==> src/rtl/if_stage_pkg.sv <==
// Shared widths, stall encodings and fetch-FSM states for the IF stage.
package if_stage_pkg;

  localparam int IF_TO_ID_WD = 33;
  localparam int BR_WD       = 33;
  localparam int StallBus    = 6;

  localparam logic Stop   = 1'b1;
  localparam logic NoStop = 1'b0;

  typedef enum logic [1:0] {
    S_BOOT = 2'd0,
    S_RUN  = 2'd1,
    S_HOLD = 2'd2
  } state_t;

endpackage

==> src/rtl/if_stage_redir_latch.sv <==
// Holds a branch target raised while IF is stalled until the stall releases.
module if_redir_latch
  import if_stage_pkg::*;
(
  input  logic        clk,
  input  logic        rst,
  input  logic        i_capture,
  input  logic [31:0] i_addr,
  input  logic        i_clear,
  output logic        o_redir_v,
  output logic [31:0] o_redir_addr
);

  logic        r_redir_v;
  logic [31:0] r_redir_addr;

  always_ff @(posedge clk) begin
    if (rst) begin
      r_redir_v <= 1'b0;
    end else if (i_capture) begin
      r_redir_v <= 1'b1;
    end else if (i_clear) begin
      r_redir_v <= 1'b0;
    end
  end

  // Target is qualified by r_redir_v, so it needs no reset; latest capture wins.
  always_ff @(posedge clk) begin
    if (i_capture) begin
      r_redir_addr <= i_addr;
    end
  end

  assign o_redir_v    = r_redir_v;
  assign o_redir_addr = r_redir_addr;

endmodule

==> src/rtl/if_stage.sv <==
// Instruction-fetch stage: PC, fetch enable, SRAM port and branch redirects.
// Optional misaligned-fetch flag enabled by defining IF_ADEL_CHECK_EN.
module if_stage
  import if_stage_pkg::*;
#(
  parameter logic [31:0] RESET_PC = 32'hBFBF_FFFC,
  parameter int          STALL_W  = StallBus
) (
  input  logic                   clk,
  input  logic                   rst,
  input  logic [STALL_W-1:0]     stall,
  input  logic [BR_WD-1:0]       br_bus,
  output logic [IF_TO_ID_WD-1:0] if_to_id_bus,
  output logic                   inst_sram_en,
  output logic [3:0]             inst_sram_wen,
  output logic [31:0]            inst_sram_addr,
  output logic [31:0]            inst_sram_wdata
`ifdef IF_ADEL_CHECK_EN
  ,output logic                  if_excp_adel
`endif
);

  localparam logic [31:0] BOOT_PC = RESET_PC + 32'd4;

  state_t      r_state;
  state_t      w_state_nxt;
  logic [31:0] r_pc;
  logic        r_ce;

  logic        w_br_e;
  logic [31:0] w_br_addr;
  logic        w_stall_pc;
  logic        w_boot;
  logic        w_advance;
  logic        w_capture;
  logic        w_redir_v;
  logic [31:0] w_redir_addr;
  logic [31:0] w_next_pc;
  logic        w_unused_stall;

  assign w_br_e         = br_bus[32];
  assign w_br_addr      = br_bus[31:0];
  assign w_stall_pc     = stall[0];
  assign w_unused_stall = |stall[STALL_W-1:1];

  if_redir_latch u_redir (
    .clk          (clk),
    .rst          (rst),
    .i_capture    (w_capture),
    .i_addr       (w_br_addr),
    .i_clear      (w_advance),
    .o_redir_v    (w_redir_v),
    .o_redir_addr (w_redir_addr)
  );

  // A live branch beats a held redirect, which beats sequential fetch.
  assign w_next_pc = w_br_e    ? w_br_addr    :
                     w_redir_v ? w_redir_addr :
                                 r_pc + 32'd4;

  always_ff @(posedge clk) begin
    if (rst) begin
      r_state <= S_BOOT;
    end else begin
      r_state <= w_state_nxt;
    end
  end

  always_comb begin
    w_state_nxt = r_state;
    w_boot      = 1'b0;
    w_advance   = 1'b0;
    w_capture   = 1'b0;
    case (r_state)
      S_BOOT: begin
        if (w_stall_pc == NoStop) begin
          w_boot      = 1'b1;
          w_state_nxt = S_RUN;
        end
      end
      S_RUN: begin
        if (w_stall_pc == NoStop) begin
          w_advance = 1'b1;
        end else if (w_br_e) begin
          w_capture   = 1'b1;
          w_state_nxt = S_HOLD;
        end
      end
      S_HOLD: begin
        if (w_stall_pc == NoStop) begin
          w_advance   = 1'b1;
          w_state_nxt = S_RUN;
        end else if (w_br_e) begin
          w_capture = 1'b1;
        end
      end
      default: begin
        w_state_nxt = S_BOOT;
      end
    endcase
  end

  always_ff @(posedge clk) begin
    if (rst) begin
      r_pc <= RESET_PC;
      r_ce <= 1'b0;
    end else if (w_boot) begin
      r_pc <= BOOT_PC;
      r_ce <= 1'b1;
    end else if (w_advance) begin
      r_pc <= w_next_pc;
    end
  end

  assign if_to_id_bus    = {r_ce, r_pc};
  assign inst_sram_addr  = r_pc;
  assign inst_sram_wen   = 4'b0000;
  assign inst_sram_wdata = 32'h0;

`ifdef IF_ADEL_CHECK_EN
  // The PC keeps advancing on a misaligned fetch; only the SRAM access is suppressed.
  assign if_excp_adel = r_ce & (r_pc[1:0] != 2'b00);
  assign inst_sram_en = r_ce & ~if_excp_adel;
`else
  assign inst_sram_en = r_ce;
`endif

endmodule

==> config.mk <==
export PLATFORM = sky130hd
export DESIGN_NAME = if_stage
export DESIGN_NICKNAME = d
export VERILOG_FILES = /design/src/rtl/if_stage_pkg.sv /design/src/rtl/if_stage_redir_latch.sv /design/src/rtl/if_stage.sv
export SDC_FILE = /design/constraint.sdc
export NUM_CORES = 1
export LEC_CHECK = 0
export ABC_AREA = 1
export CAP_MARGIN = 20
export CORE_ASPECT_RATIO = 1.75
export CORE_UTILIZATION = 43
export CTS_BUF_LIST = sky130_fd_sc_hd__clkbuf_2 sky130_fd_sc_hd__clkbuf_4 sky130_fd_sc_hd__clkbuf_8
export DETAILED_ROUTE_END_ITERATION = 7
export GPL_TIMING_DRIVEN = 0
export PLACE_DENSITY = 0.79
export SYNTH_ARGS = -nofsm -noshare
export SYNTH_HDL_FRONTEND = slang
export SYNTH_SLANG_ARGS = --single-unit
==> constraint.sdc <==
create_clock -name clk -period 3.3 [get_ports clk]
set_clock_uncertainty 0.05 [all_clocks]
set_input_delay 0.495 -clock clk [delete_from_list [all_inputs] [get_ports clk]]
set_output_delay 0.495 -clock clk [all_outputs]
set_load 0.01 [all_outputs]
Word level (Yosys, flattened, before mapping)
Index checks and enable logic that the tools add are counted.
- flip-flop bits (word level): 68
- input port bits: 41
- output and inout bits: 102
- logic and storage cells: 35
- add/subtract/negate cells: 1
- equality and inequality tests: 5
- multiplexer cells: 16
- reductions and logical operators: 7
- operator list (cell ; count):
    $mux 32 ; 2
    $mux 23 ; 2
    $add 32x3->32 const B ; 1
    $mux 1 ; 8
    $mux 2 ; 3
    $ne 2x2->1 const B ; 3
    $reduce_or 2->1 ; 3
    $pmux 2 s2 ; 1
    $reduce_bool 2->1 ; 2
    $reduce_and 3->1 ; 1
    $eq 2x1->1 const B ; 1
    $eq 2x2->1 const B ; 1
    $logic_not 2->1 ; 1

Longest topological paths before layout
- depth after elaboration: 5
- depth in mapped cells: 12
- mapped depth without buffers: 12

Cells and area by module
Synthesis repeated with hierarchy kept, for this count alone.
- cell total of the unflattened synthesis: 533
- area, all modules: 4145.2 µm²
- modules (own cells, without submodules) (module ; times used ; cells each ; area an instance (µm²) ; sequential area each (µm²)):
    if_stage ; 1 ; 496 ; 3144.3 ; 700.7
    if_redir_latch ; 1 ; 37 ; 1001.0 ; 980.9

Worst setup path before layout
No wires, ideal clock.
- path type: input -> register
- start: in br_bus[32]
- end: reg u_redir.r_redir_addr[0], in the netlist u_redir.o_redir_addr[0] (enable)
- library setup time: 0.463 ns
- arrival time: 3.051 ns
- required time: 2.787 ns
- path slack: -0.265 ns
- stages on the path: 3
- buffers on the path: 1
- cells stage by stage: inv_1 > clkbuf_1 > nor3_1
- cells in the longest elaborated chain, start to end: 3
- RTL lines (item ; line ; text):
    from (decl) ; if_stage.sv:12 ; input logic [BR_WD-1:0] br_bus,
    $mux 1 ; if_stage.sv:84, if_stage.sv:93 ;
    $mux 1 ; if_stage.sv:90 ; if (w_stall_pc == NoStop) begin
    $mux 1 ; -- ;
    via u_redir.i_capture ; if_stage_redir_latch.sv:7 ; input logic i_capture,
    to (signal assigned) ; if_stage_redir_latch.sv:30 ; r_redir_addr <= i_addr;
    to (decl) ; if_stage_redir_latch.sv:15 ; logic [31:0] r_redir_addr;
The timed path passes the listed nets, and every way through them passes these cells.
A chain may end at the register's enable or synchronous reset.

Worst setup path in the final report
- start: in br_bus[32]
- end: reg u_redir.r_redir_addr[17], in the netlist u_redir.o_redir_addr[17] (enable)
The elaborated chain is that of the path after synthesis.

==> results.json <==
{
  "postSynthCellCount": 535,
  "synth_seq_cells": 68,
  "via_count": 3938,
  "gr-usage-all-layers_pct": 23.2,
  "layout_setup_ws_ns": 0.827,
  "cts_resized": 0,
  "crit_fanout": 20,
  "firstDrtPassIters": 5,
  "grt_max_degree": 21,
  "ys_seq_area_share_pct": 40.7,
  "via_per_inst": 4.86,
  "ios": 143,
  "grt_overflow": 0,
  "ant_nets": 0,
  "synth_most_common_cell": "nand2_1",
  "grt_pass1_vias": 3805,
  "place_congestion": 0.886,
  "synth_top_area_share_pct": 23.2,
  "critPathRequiredTime_ns": 3.32,
  "drv_slew": 0,
  "tritoncts": "built",
  "grt_pass1_wl_um": 18200,
  "synthTopCellsByArea": "edfxtp_1, dfxtp_1, buf_4, nand2_1, nor2_1",
  "hold_viol": 0,
  "synth_edf_count": 32,
  "cts_buffer_depth": 2,
  "cp_slowest_stage_delay_ns": 0.72,
  "critical_path_buf_inv_count": 4,
  "drc": 0,
  "critPathKind": "in -> reg",
  "wl_um": 11300,
  "rows": 47,
  "cts_buffers": 9,
  "dieWidth_um": 76.1,
  "fin_util_pct": 60.4,
  "dp_hpwl_um": 9090,
  "antenna_found_initial": 0,
  "critPathTopFamily": "buffers and inverters",
  "instances_no_fill": 810,
  "synthArstFlopShare_pct": 0,
  "core_area_um2": 9410,
  "max_freq_ghz": 0.404,
  "dp_cells": 794,
  "min_period_ns": 2.47,
  "yosys_warnings": 0,
  "slew_headroom_pct": 46.9,
  "clkSinkCount": 68,
  "drive_gt1_share_pct": 16.0,
  "dp_slack_ns": 0.463,
  "first_iter_violations": 142,
  "cap_violations": 0,
  "cts_setup_buffers": 0,
  "die_area_um2": 10000,
  "crit_path_top_delay_cell": "nor3_4",
  "p_leak_uw": 0.00253,
  "status": "finished, final reports clean",
  "min-delay-path-class": "reg -> reg",
  "pwr_density_cell_nw_per_um2": 790,
  "worstMarginPinSlew_ns": 0.794,
  "rsz0062_at_grt": "no",
  "cp.arrival_ns": 2.49,
  "worstSetupEndpointType": "flip-flop",
  "root_buffer": "clkbuf_8",
  "post-route-period-util_pct": 74.9,
  "netlist_area_um2": 4140,
  "clk_latency_ns": 0.36,
  "die_h_um": 132,
  "irDropWorstVdd_v": 0.000510,
  "hold_buffers": 0,
  "setup_violations": 0,
  "cp_cell_sequence": "clkdlybuf4s50_1, inv_1, clkbuf_1, nor3_4, buf_16",
  "wl_per_cell_um": 14.0,
  "htree_levels": 3,
  "fill_cells": 853,
  "ys.flop_type": "dfxtp_1",
  "synth.distinct_cells": 32,
  "yosysTopAreaCell": "edfxtp_1",
  "start_kind": "primary input",
  "start_util_pct": 44.0,
  "path_clk_slew_ns": 0.07,
  "netlist_top_cells_count": "nand2_1, buf_4, nor2_1",
  "portBuffers": 101,
  "avgSynthCellArea_um2": 7.73,
  "antenna_cells": 0,
  "syn_to_final_growth_pct": 37.4,
  "nets": 728
}
-- stage by stage --
| stage | hold slack, ns | total power, uW | area [um^2] | TNS, ns |
|---|---|---|---|---|
| 4_1_cts | 0.479 | 4490 | 5680 | 0 |
| 3_5_place_dp | 0.462 | 3730 | 5470 | 0 |
| 3_3_place_gp | 0.435 | 3660 | 5440 | -14.61 |
| 6_report | 0.475 | 4490 | 5680 | 0 |
| 5_1_grt | 0.508 | 4780 | 5680 | 0 |
| 2_1_floorplan | 0.423 | 2740 | 4270 | 0 |
-- cells by family after synthesis --
family / after synthesis / synth area share (%)
AND/OR/NAND/NOR: 231 / 22.8
buffers and inverters: 125 / 17.8
AO/OA/AOI/OAI: 92 / 14.5
flip-flops: 68 / 40.7
XOR/XNOR: 14 / 2.96
adder cells (fa/ha/maj): 4 / 1.21
other: 1 / 0.0907
-- flip-flops by register name, summed over array words and instances (netlist names), named ones only --
name / count
inst_sram_addr: 30
inst_sram_en: 1
r_state: 2
u_redir.o_redir_addr: 32
u_redir.o_redir_v: 1
-- power breakdown --
| group | switching (uW) | total, uW | internal, uW |
|---|---|---|---|
| sequential | 318 | 1430 | 1110 |
| clock | 332 | 754 | 422 |
| combinational | 1190 | 2300 | 1120 |
| total | 1830 | 4490 | 2650 |
-- path summary, 6_finish.rpt --
kind / from / to / slack [ns] / depth (start not counted)
max: br_bus[32] / u_redir.o_redir_addr[17]$_DFFE_PP_ / 0.83 / 5
min: u_redir.o_redir_addr[4]$_DFFE_PP_ / inst_sram_addr[4]$_SDFFE_PP1P_ / 0.47 / 2
min reg2reg: u_redir.o_redir_addr[4]$_DFFE_PP_ / inst_sram_addr[4]$_SDFFE_PP1P_ / 0.47 / 2
max reg2reg: inst_sram_addr[2]$_SDFFE_PP1P_ / inst_sram_addr[16]$_SDFFE_PP1P_ / 1.28 / 7
-- layer usage --
| layer | GRT usage [%] | vias to the layer above | wire length (um) |
|---|---|---|---|
| met1 | 23.1 | 1786 | 4270 |
| met4 | 16.3 | 0 | 602 |
| li1 | - | 1966 | - |
| met3 | 4.50 | 37 | 518 |
| met2 | 42.7 | 149 | 5940 |
| met5 | 0 | - | 0 |
-- cell usage in the layout (no fill, tap or decap), types with 2 or more instances in the layout --
master / instances
xnor2_1: 5
nor2_4: 2
a21oi_1: 37
inv_1: 39
clkdlybuf4s50_1: 101
dfxtp_1: 36
clkinv_2: 2
o21ai_1: 5
clkinv_1: 3
ha_1: 4
nor3_1: 2
nand2_1: 135
edfxtp_1: 32
buf_2: 4
clkbuf_1: 9
clkbuf_8: 9
conb_1: 36
a21o_1: 4
buf_4: 70
nor2_1: 61
a221oi_1: 4
nor2_2: 8
o221ai_1: 14
o21ai_0: 13
o221a_2: 4
bufinv_16: 2
nand2_2: 4
nand3_1: 16
xor2_1: 9
a22o_1: 8
-- worst register-to-register path: cells and delay by family (launching register included) --
| kind | cells | cell delay, ns |
|---|---|---|
| DFF | 1 | 0.61 |
| adders and majority gates | 1 | 0.33 |
| xor gates and xnor gates | 1 | 0.18 |
| and+or+nand+nor | 4 | 0.61 |
| AOI/OAI and AO/OA | 1 | 0.13 |
-- final cells by class --
cell class / instances / area, um^2 / area share [%]
Multi-Input combinational cell: 377 / 1860 / 32.7
Sequential cell: 68 / 1680 / 29.6
Timing Repair Buffer: 102 / 1040 / 18.3
Buffer: 83 / 579 / 10.2
Inverter: 42 / 158 / 2.77
Tap cell: 122 / 153 / 2.69
Clock buffer: 9 / 124 / 2.18
Clock inverter: 7 / 90.1 / 1.58
Power figures use the tool's default switching activity.
